### config.mk
export PLATFORM = sky130hd
export DESIGN_NAME = sls_8bit_dncnt_timer
export DESIGN_NICKNAME = d
export VERILOG_FILES = /design/src/rtl/sls_8bit_dncnt_timer.sv
export SDC_FILE = /design/constraint.sdc
export NUM_CORES = 1
export LEC_CHECK = 0
export ABC_AREA = 0
export BUFFER_PORTS_ARGS = -buffer_cell sky130_fd_sc_hd__buf_2
export CAP_MARGIN = 25
export CELL_PAD_IN_SITES_DETAIL_PLACEMENT = 0
export CELL_PAD_IN_SITES_GLOBAL_PLACEMENT = 2
export CORE_ASPECT_RATIO = 0.75
export CORE_MARGIN = 10
export CORE_UTILIZATION = 35
export CTS_CLUSTER_SIZE = 25
export DETAILED_ROUTE_END_ITERATION = 8
export GPL_TIMING_DRIVEN = 1
export PLACE_DENSITY_LB_ADDON = 0.1
export SKIP_LAST_GASP = 1
export SYNTH_ARGS = -nofsm -noshare
export SYNTH_HDL_FRONTEND = slang
export SYNTH_SLANG_ARGS = --single-unit
### constraint.sdc
create_clock -name Clock -period 5.1 [get_ports Clock]
set_input_delay 1.02 -clock Clock [delete_from_list [all_inputs] [get_ports Clock]]
set_output_delay 1.02 -clock Clock [all_outputs]
set_load 0.01 [all_outputs]
### src/rtl/sls_8bit_dncnt_timer.sv
// ============================================================================
// Module      : sls_8bit_dncnt_timer
// Description : Loadable down-counting timer with one-shot / auto-reload modes
//               and start, stop, retrigger and pause control.
// Revision    : 1.0 - initial release
// ============================================================================
`default_nettype none

module sls_8bit_dncnt_timer #(
  parameter int WIDTH = 8
) (
  input  logic             Clock,
  input  logic             Reset,
  input  logic [WIDTH-1:0] D,
  input  logic             LD_EN,
  input  logic             Start,
  input  logic             Stop,
  input  logic             Cnt_EN,
  input  logic             Auto_RL,
  output logic [WIDTH-1:0] Q,
  output logic             TC,
  output logic             Busy,
  output logic             Done
);

  typedef enum logic [1:0] {
    ST_IDLE = 2'd0,
    ST_RUN  = 2'd1,
    ST_DONE = 2'd2
  } state_t;

  localparam logic [WIDTH-1:0] C_ZERO = '0;
  localparam logic [WIDTH-1:0] C_ONE  = {{(WIDTH-1){1'b0}}, 1'b1};

  state_t           state_q, state_d;
  logic [WIDTH-1:0] cnt_q, cnt_d;
  logic [WIDTH-1:0] rld_q, rld_d;
  logic             tc_q, tc_d;

  always_comb begin
    state_d = state_q;
    cnt_d   = cnt_q;
    rld_d   = rld_q;
    tc_d    = 1'b0;

    if (LD_EN) begin
      rld_d   = D;
      cnt_d   = D;
      state_d = ST_IDLE;
    end else if (Stop) begin
      state_d = ST_IDLE;
    end else if (Start) begin
      cnt_d = rld_q;
      if (rld_q != C_ZERO) begin
        state_d = ST_RUN;
      end else begin
        // A zero reload terminates immediately; auto-reload keeps running
        tc_d    = 1'b1;
        state_d = Auto_RL ? ST_RUN : ST_DONE;
      end
    end else if ((state_q == ST_RUN) && Cnt_EN) begin
      if (cnt_q == C_ZERO) begin
        // Only reachable in auto-reload: the reload cycle closes the period
        cnt_d = rld_q;
        tc_d  = (rld_q == C_ZERO);
      end else if (cnt_q == C_ONE) begin
        cnt_d   = C_ZERO;
        tc_d    = 1'b1;
        state_d = Auto_RL ? ST_RUN : ST_DONE;
      end else begin
        cnt_d = cnt_q - C_ONE;
      end
    end
  end

  always_ff @(posedge Clock or posedge Reset) begin
    if (Reset) begin
      state_q <= ST_IDLE;
      cnt_q   <= C_ZERO;
      rld_q   <= C_ZERO;
      tc_q    <= 1'b0;
    end else begin
      state_q <= state_d;
      cnt_q   <= cnt_d;
      rld_q   <= rld_d;
      tc_q    <= tc_d;
    end
  end

  assign Q    = cnt_q;
  assign TC   = tc_q;
  assign Busy = (state_q == ST_RUN);
  assign Done = (state_q == ST_DONE);

endmodule

`default_nettype wire

==> flow_results.xml <==
<?xml version="1.0" encoding="UTF-8"?>
<metrics>
  <group name="clocking">
    <metric name="tritoncts.num_buffers" unit="">3</metric>
    <metric name="clockRootBuffer" unit="">sky130_fd_sc_hd__clkbuf_8</metric>
    <metric name="clkSinkCount" unit="">19</metric>
    <metric name="tritoncts_clock_tree" unit="">yes</metric>
    <metric name="hold_buffers" unit="">0</metric>
    <metric name="clk-insertion-delay-late" unit="ns">0.26</metric>
    <metric name="clock_tree.buffer_depth" unit="">2</metric>
    <metric name="post_cts_resize_count" unit="">0</metric>
    <metric name="post_cts_setup_buffer_count" unit="">0</metric>
    <metric name="clock_slew_at_the_register_clock_pins_of_the_worst_setup_and_hold_paths" unit="ns">0.07</metric>
    <metric name="cts.htree.levels" unit="">1</metric>
  </group>
  <group name="flow_run">
    <metric name="drv.max_cap_violation_count" unit="">0</metric>
  </group>
  <group name="place">
    <metric name="post-place-cells" unit="">176</metric>
    <metric name="io_buffer_count" unit="">25</metric>
    <metric name="dpl.hpwl" unit="um">2480</metric>
    <metric name="gp_congestion" unit="">0.844</metric>
    <metric name="placed_instance_area" unit="um2">1320</metric>
  </group>
  <group name="logic_synthesis">
    <metric name="post_synth_fa_ha_maj_area_fraction" unit="%">3.22</metric>
    <metric name="post-synth-top-count-cell" unit="">sky130_fd_sc_hd__dfrtp_1</metric>
    <metric name="synth_async_sr_flop_share" unit="%">100</metric>
    <metric name="post_synth_and_or_nand_nor_area_fraction" unit="%">22.1</metric>
    <metric name="synth.top_cells.by_count" unit="">19 x sky130_fd_sc_hd__dfrtp_1, 8 x sky130_fd_sc_hd__nand3_1, 7 x sky130_fd_sc_hd__inv_1, 6 x sky130_fd_sc_hd__nor2_1, 5 x sky130_fd_sc_hd__mux2_1</metric>
    <metric name="synth_nets" unit="">134</metric>
    <metric name="synthXorXnorAreaFrac" unit="%">0</metric>
    <metric name="synth.yosys.seq_area_share" unit="%">40.8</metric>
    <metric name="synth_top_area_share" unit="%">40.8</metric>
    <metric name="cell_taking_the_most_area_after_synthesis" unit="">sky130_fd_sc_hd__dfrtp_1</metric>
    <metric name="synth_compound_area_share" unit="%">23.0</metric>
    <metric name="synth-seq-cells" unit="">19</metric>
    <metric name="synth_top_family_by_area" unit="">compound AO/OA/AOI/OAI gates</metric>
    <metric name="synthesis.yosys.warnings" unit="">0</metric>
    <metric name="synthesized_area_per_cell" unit="um2">10.1</metric>
    <metric name="synth_flop_cell" unit="">sky130_fd_sc_hd__dfrtp_1</metric>
    <metric name="muxShareOfSynthArea" unit="%">6.76</metric>
    <metric name="mappedNetlistArea" unit="um2">1170</metric>
    <metric name="synth_area_leaders" unit="">sky130_fd_sc_hd__dfrtp_1 41%, sky130_fd_sc_hd__mux2_1 4.8%, sky130_fd_sc_hd__nand3_1 3.4%</metric>
    <metric name="synthCells" unit="">116</metric>
    <metric name="yosysUniqueCellTypes" unit="">51</metric>
    <metric name="synth_enable_flop_cells" unit="">0</metric>
  </group>
  <group name="drt">
    <metric name="antenna_violating_nets_post_route" unit="">0</metric>
    <metric name="first_pass_iters" unit="">4</metric>
    <metric name="via_count" unit="">1033</metric>
    <metric name="post_drt_wl_per_cell" unit="um">17.9</metric>
    <metric name="routed_wirelength" unit="um">3230</metric>
    <metric name="detail_route.vias_per_cell" unit="">5.74</metric>
    <metric name="detailedRoute.firstIterationViolations" unit="">94</metric>
    <metric name="drc_violations" unit="">0</metric>
  </group>
  <group name="floorplan">
    <metric name="fp.dieArea" unit="um2">6060</metric>
    <metric name="die_h" unit="um">70.0</metric>
    <metric name="row_count" unit="">18</metric>
    <metric name="placeableCoreArea" unit="um2">3240</metric>
    <metric name="initial_core_util" unit="%">36.0</metric>
    <metric name="die_w" unit="um">86.7</metric>
    <metric name="top_level_ports" unit="">26</metric>
  </group>
  <group name="global_route">
    <metric name="vias_in_the_first_global_route" unit="">1077</metric>
    <metric name="global_route.usage.total" unit="%">11.1</metric>
    <metric name="wire_length_of_the_first_global_routing_pass" unit="um">5480</metric>
    <metric name="grt_max_degree" unit="">26</metric>
    <metric name="global_route.overflow_total" unit="">0</metric>
    <metric name="number_of_antenna_violations_at_the_first_check_in_global_routing" unit="">0</metric>
  </group>
  <group name="timing">
    <metric name="slew_viol_final" unit="">0</metric>
    <metric name="setup_repair_after_global_routing_missed_its_margin" unit="">no</metric>
    <metric name="finalCritPeriodShare" unit="%">45.1</metric>
    <metric name="setup_viol" unit="">0</metric>
    <metric name="worstMarginPinSlew" unit="ns">0.756</metric>
    <metric name="finalWorstPathRequiredPeriod" unit="ns">2.30</metric>
    <metric name="worst_hold_slack" unit="ns">0.516</metric>
    <metric name="max_freq" unit="GHz">0.435</metric>
    <metric name="clock-skew-final" unit="ns">0.00158</metric>
    <metric name="slew-limit-headroom" unit="%">49.5</metric>
    <metric name="number_of_hold_violations_in_the_final_report" unit="">0</metric>
    <metric name="setup-tns-final" unit="ns">0</metric>
  </group>
  <group name="setup_path">
    <metric name="classification_of_the_worst_setup_path" unit="">in -&gt; reg</metric>
    <metric name="cp_required" unit="ns">5.25</metric>
    <metric name="timing.reg2reg.setup_slack" unit="ns">2.93</metric>
    <metric name="critical_path_arrival" unit="ns">2.45</metric>
    <metric name="cp-startpoint" unit="">Stop</metric>
    <metric name="worst_setup_path_endpoint" unit="">Q[7]</metric>
    <metric name="crit-reg2reg-launch" unit="">Q[0]</metric>
    <metric name="worstReg2RegEnd" unit="">Q[0]</metric>
    <metric name="startpoint_type" unit="">input pin</metric>
    <metric name="path_max_fanout" unit="">13</metric>
    <metric name="end_kind" unit="">register</metric>
    <metric name="worst_r2r_path_depth" unit="">6</metric>
  </group>
  <group name="layout">
    <metric name="finish.cell_count_without_fillers" unit="">180</metric>
    <metric name="insertedDiodeCount" unit="">0</metric>
    <metric name="sequential_cell_area" unit="um2">475</metric>
    <metric name="fillCellCount" unit="">342</metric>
    <metric name="finish.instance_area" unit="um2">1370</metric>
    <metric name="areaGrowthSynthToFinish" unit="%">17.1</metric>
    <metric name="area_taken_by_multi_input_logic_gates" unit="um2">642</metric>
    <metric name="num-nets-final" unit="">159</metric>
    <metric name="share_of_final_layout_standard_cells_stronger_than_drive_strength_1" unit="%">26.4</metric>
  </group>
  <group name="status">
    <metric name="outcome" unit="">complete, no violations</metric>
  </group>
  <group name="pwr">
    <metric name="power_per_cell_area" unit="nW/um2">287</metric>
    <metric name="power.ir.vdd_worst" unit="mV">0.176</metric>
    <metric name="power_leakage" unit="nW">0.596</metric>
  </group>
  <group name="worst_hold_path">
    <metric name="worst_hold_path_type" unit="">reg -&gt; reg</metric>
  </group>
</metrics>
critical path: stages:
cell                       delay [ns]
sky130_fd_sc_hd__buf_2           0.10
sky130_fd_sc_hd__and4bb_1        0.24
sky130_fd_sc_hd__nor3_2          0.62
sky130_fd_sc_hd__inv_1           0.13
sky130_fd_sc_hd__a221o_1         0.33
per-stage QoR:
step                      power [W]  worst slack (ns)  utilization (%)
after detailed placement   0.000289              2.52             40.7
after global routing       0.000422              2.70             42.1
final                      0.000392              2.80             42.1
after floorplan            0.000250              2.86                -
after CTS                  0.000398              2.80             42.1
after global placement     0.000290              2.54             40.7
registers in the layout, summed over array words and instances, names as in the netlist:
register / flops
Q: 8
TC: 1
state_q: 2
rld_q: 8
worst min path at each step:
stage | cells past startpoint | end | start | slack (ns)
CTS | 1 | rld_q[7] | rld_q[7] | 0.52
floorplan | 1 | rld_q[7] | rld_q[7] | 0.47
detailed placement | 1 | rld_q[7] | rld_q[7] | 0.50
global placement | 1 | rld_q[1] | rld_q[1] | 0.48
finish | 1 | rld_q[1] | rld_q[1] | 0.52
global route | 1 | rld_q[7] | rld_q[7] | 0.54
final cells by class:
type                       count  area share, %
clock buffer                   3           3.02
tap                           40           3.67
clock inverter                 1          0.367
inverter                       7           1.92
timing repair buffer          25           9.17
multi-input combinational     85           47.0
sequential                    19           34.8
metal layers:
metal / GRT usage (%) / wire, um / up-vias
li1: - / - / 499
met1: 14.7 / 1590 / 494
met2: 16.2 / 1370 / 36
met3: 4.40 / 246 / 4
met4: 2.69 / 27 / 0
met5: 0 / 0 / -
where the power goes:
part	internal, W	switching, W
Clock	0.0000544	0.0000532
Combinational	0.0000396	0.0000600
Sequential	0.000167	0.0000183
Total	0.000261	0.000131
logic make-up after synthesis:
family                   after synthesis
AO/OA/AOI/OAI                         34
multiplexers                           7
adder cells (fa/ha/maj)                3
flip-flops                            19
AND/OR/NAND/NOR                       41
buffers and inverters                 12
layout by cell type, fill, tap and decap left out, drive strengths merged, types with 3 or more instances in the layout:
cell type,n
o21ai,5
nor2b,4
a21oi,3
o211ai,3
mux2,7
nand3,8
inv,7
clkbuf,3
nor2,6
ha,3
buf,25
nor3,4
a32oi,4
dfrtp,19
nor4,3
Note: power is estimated with default switching activity, not from simulation.
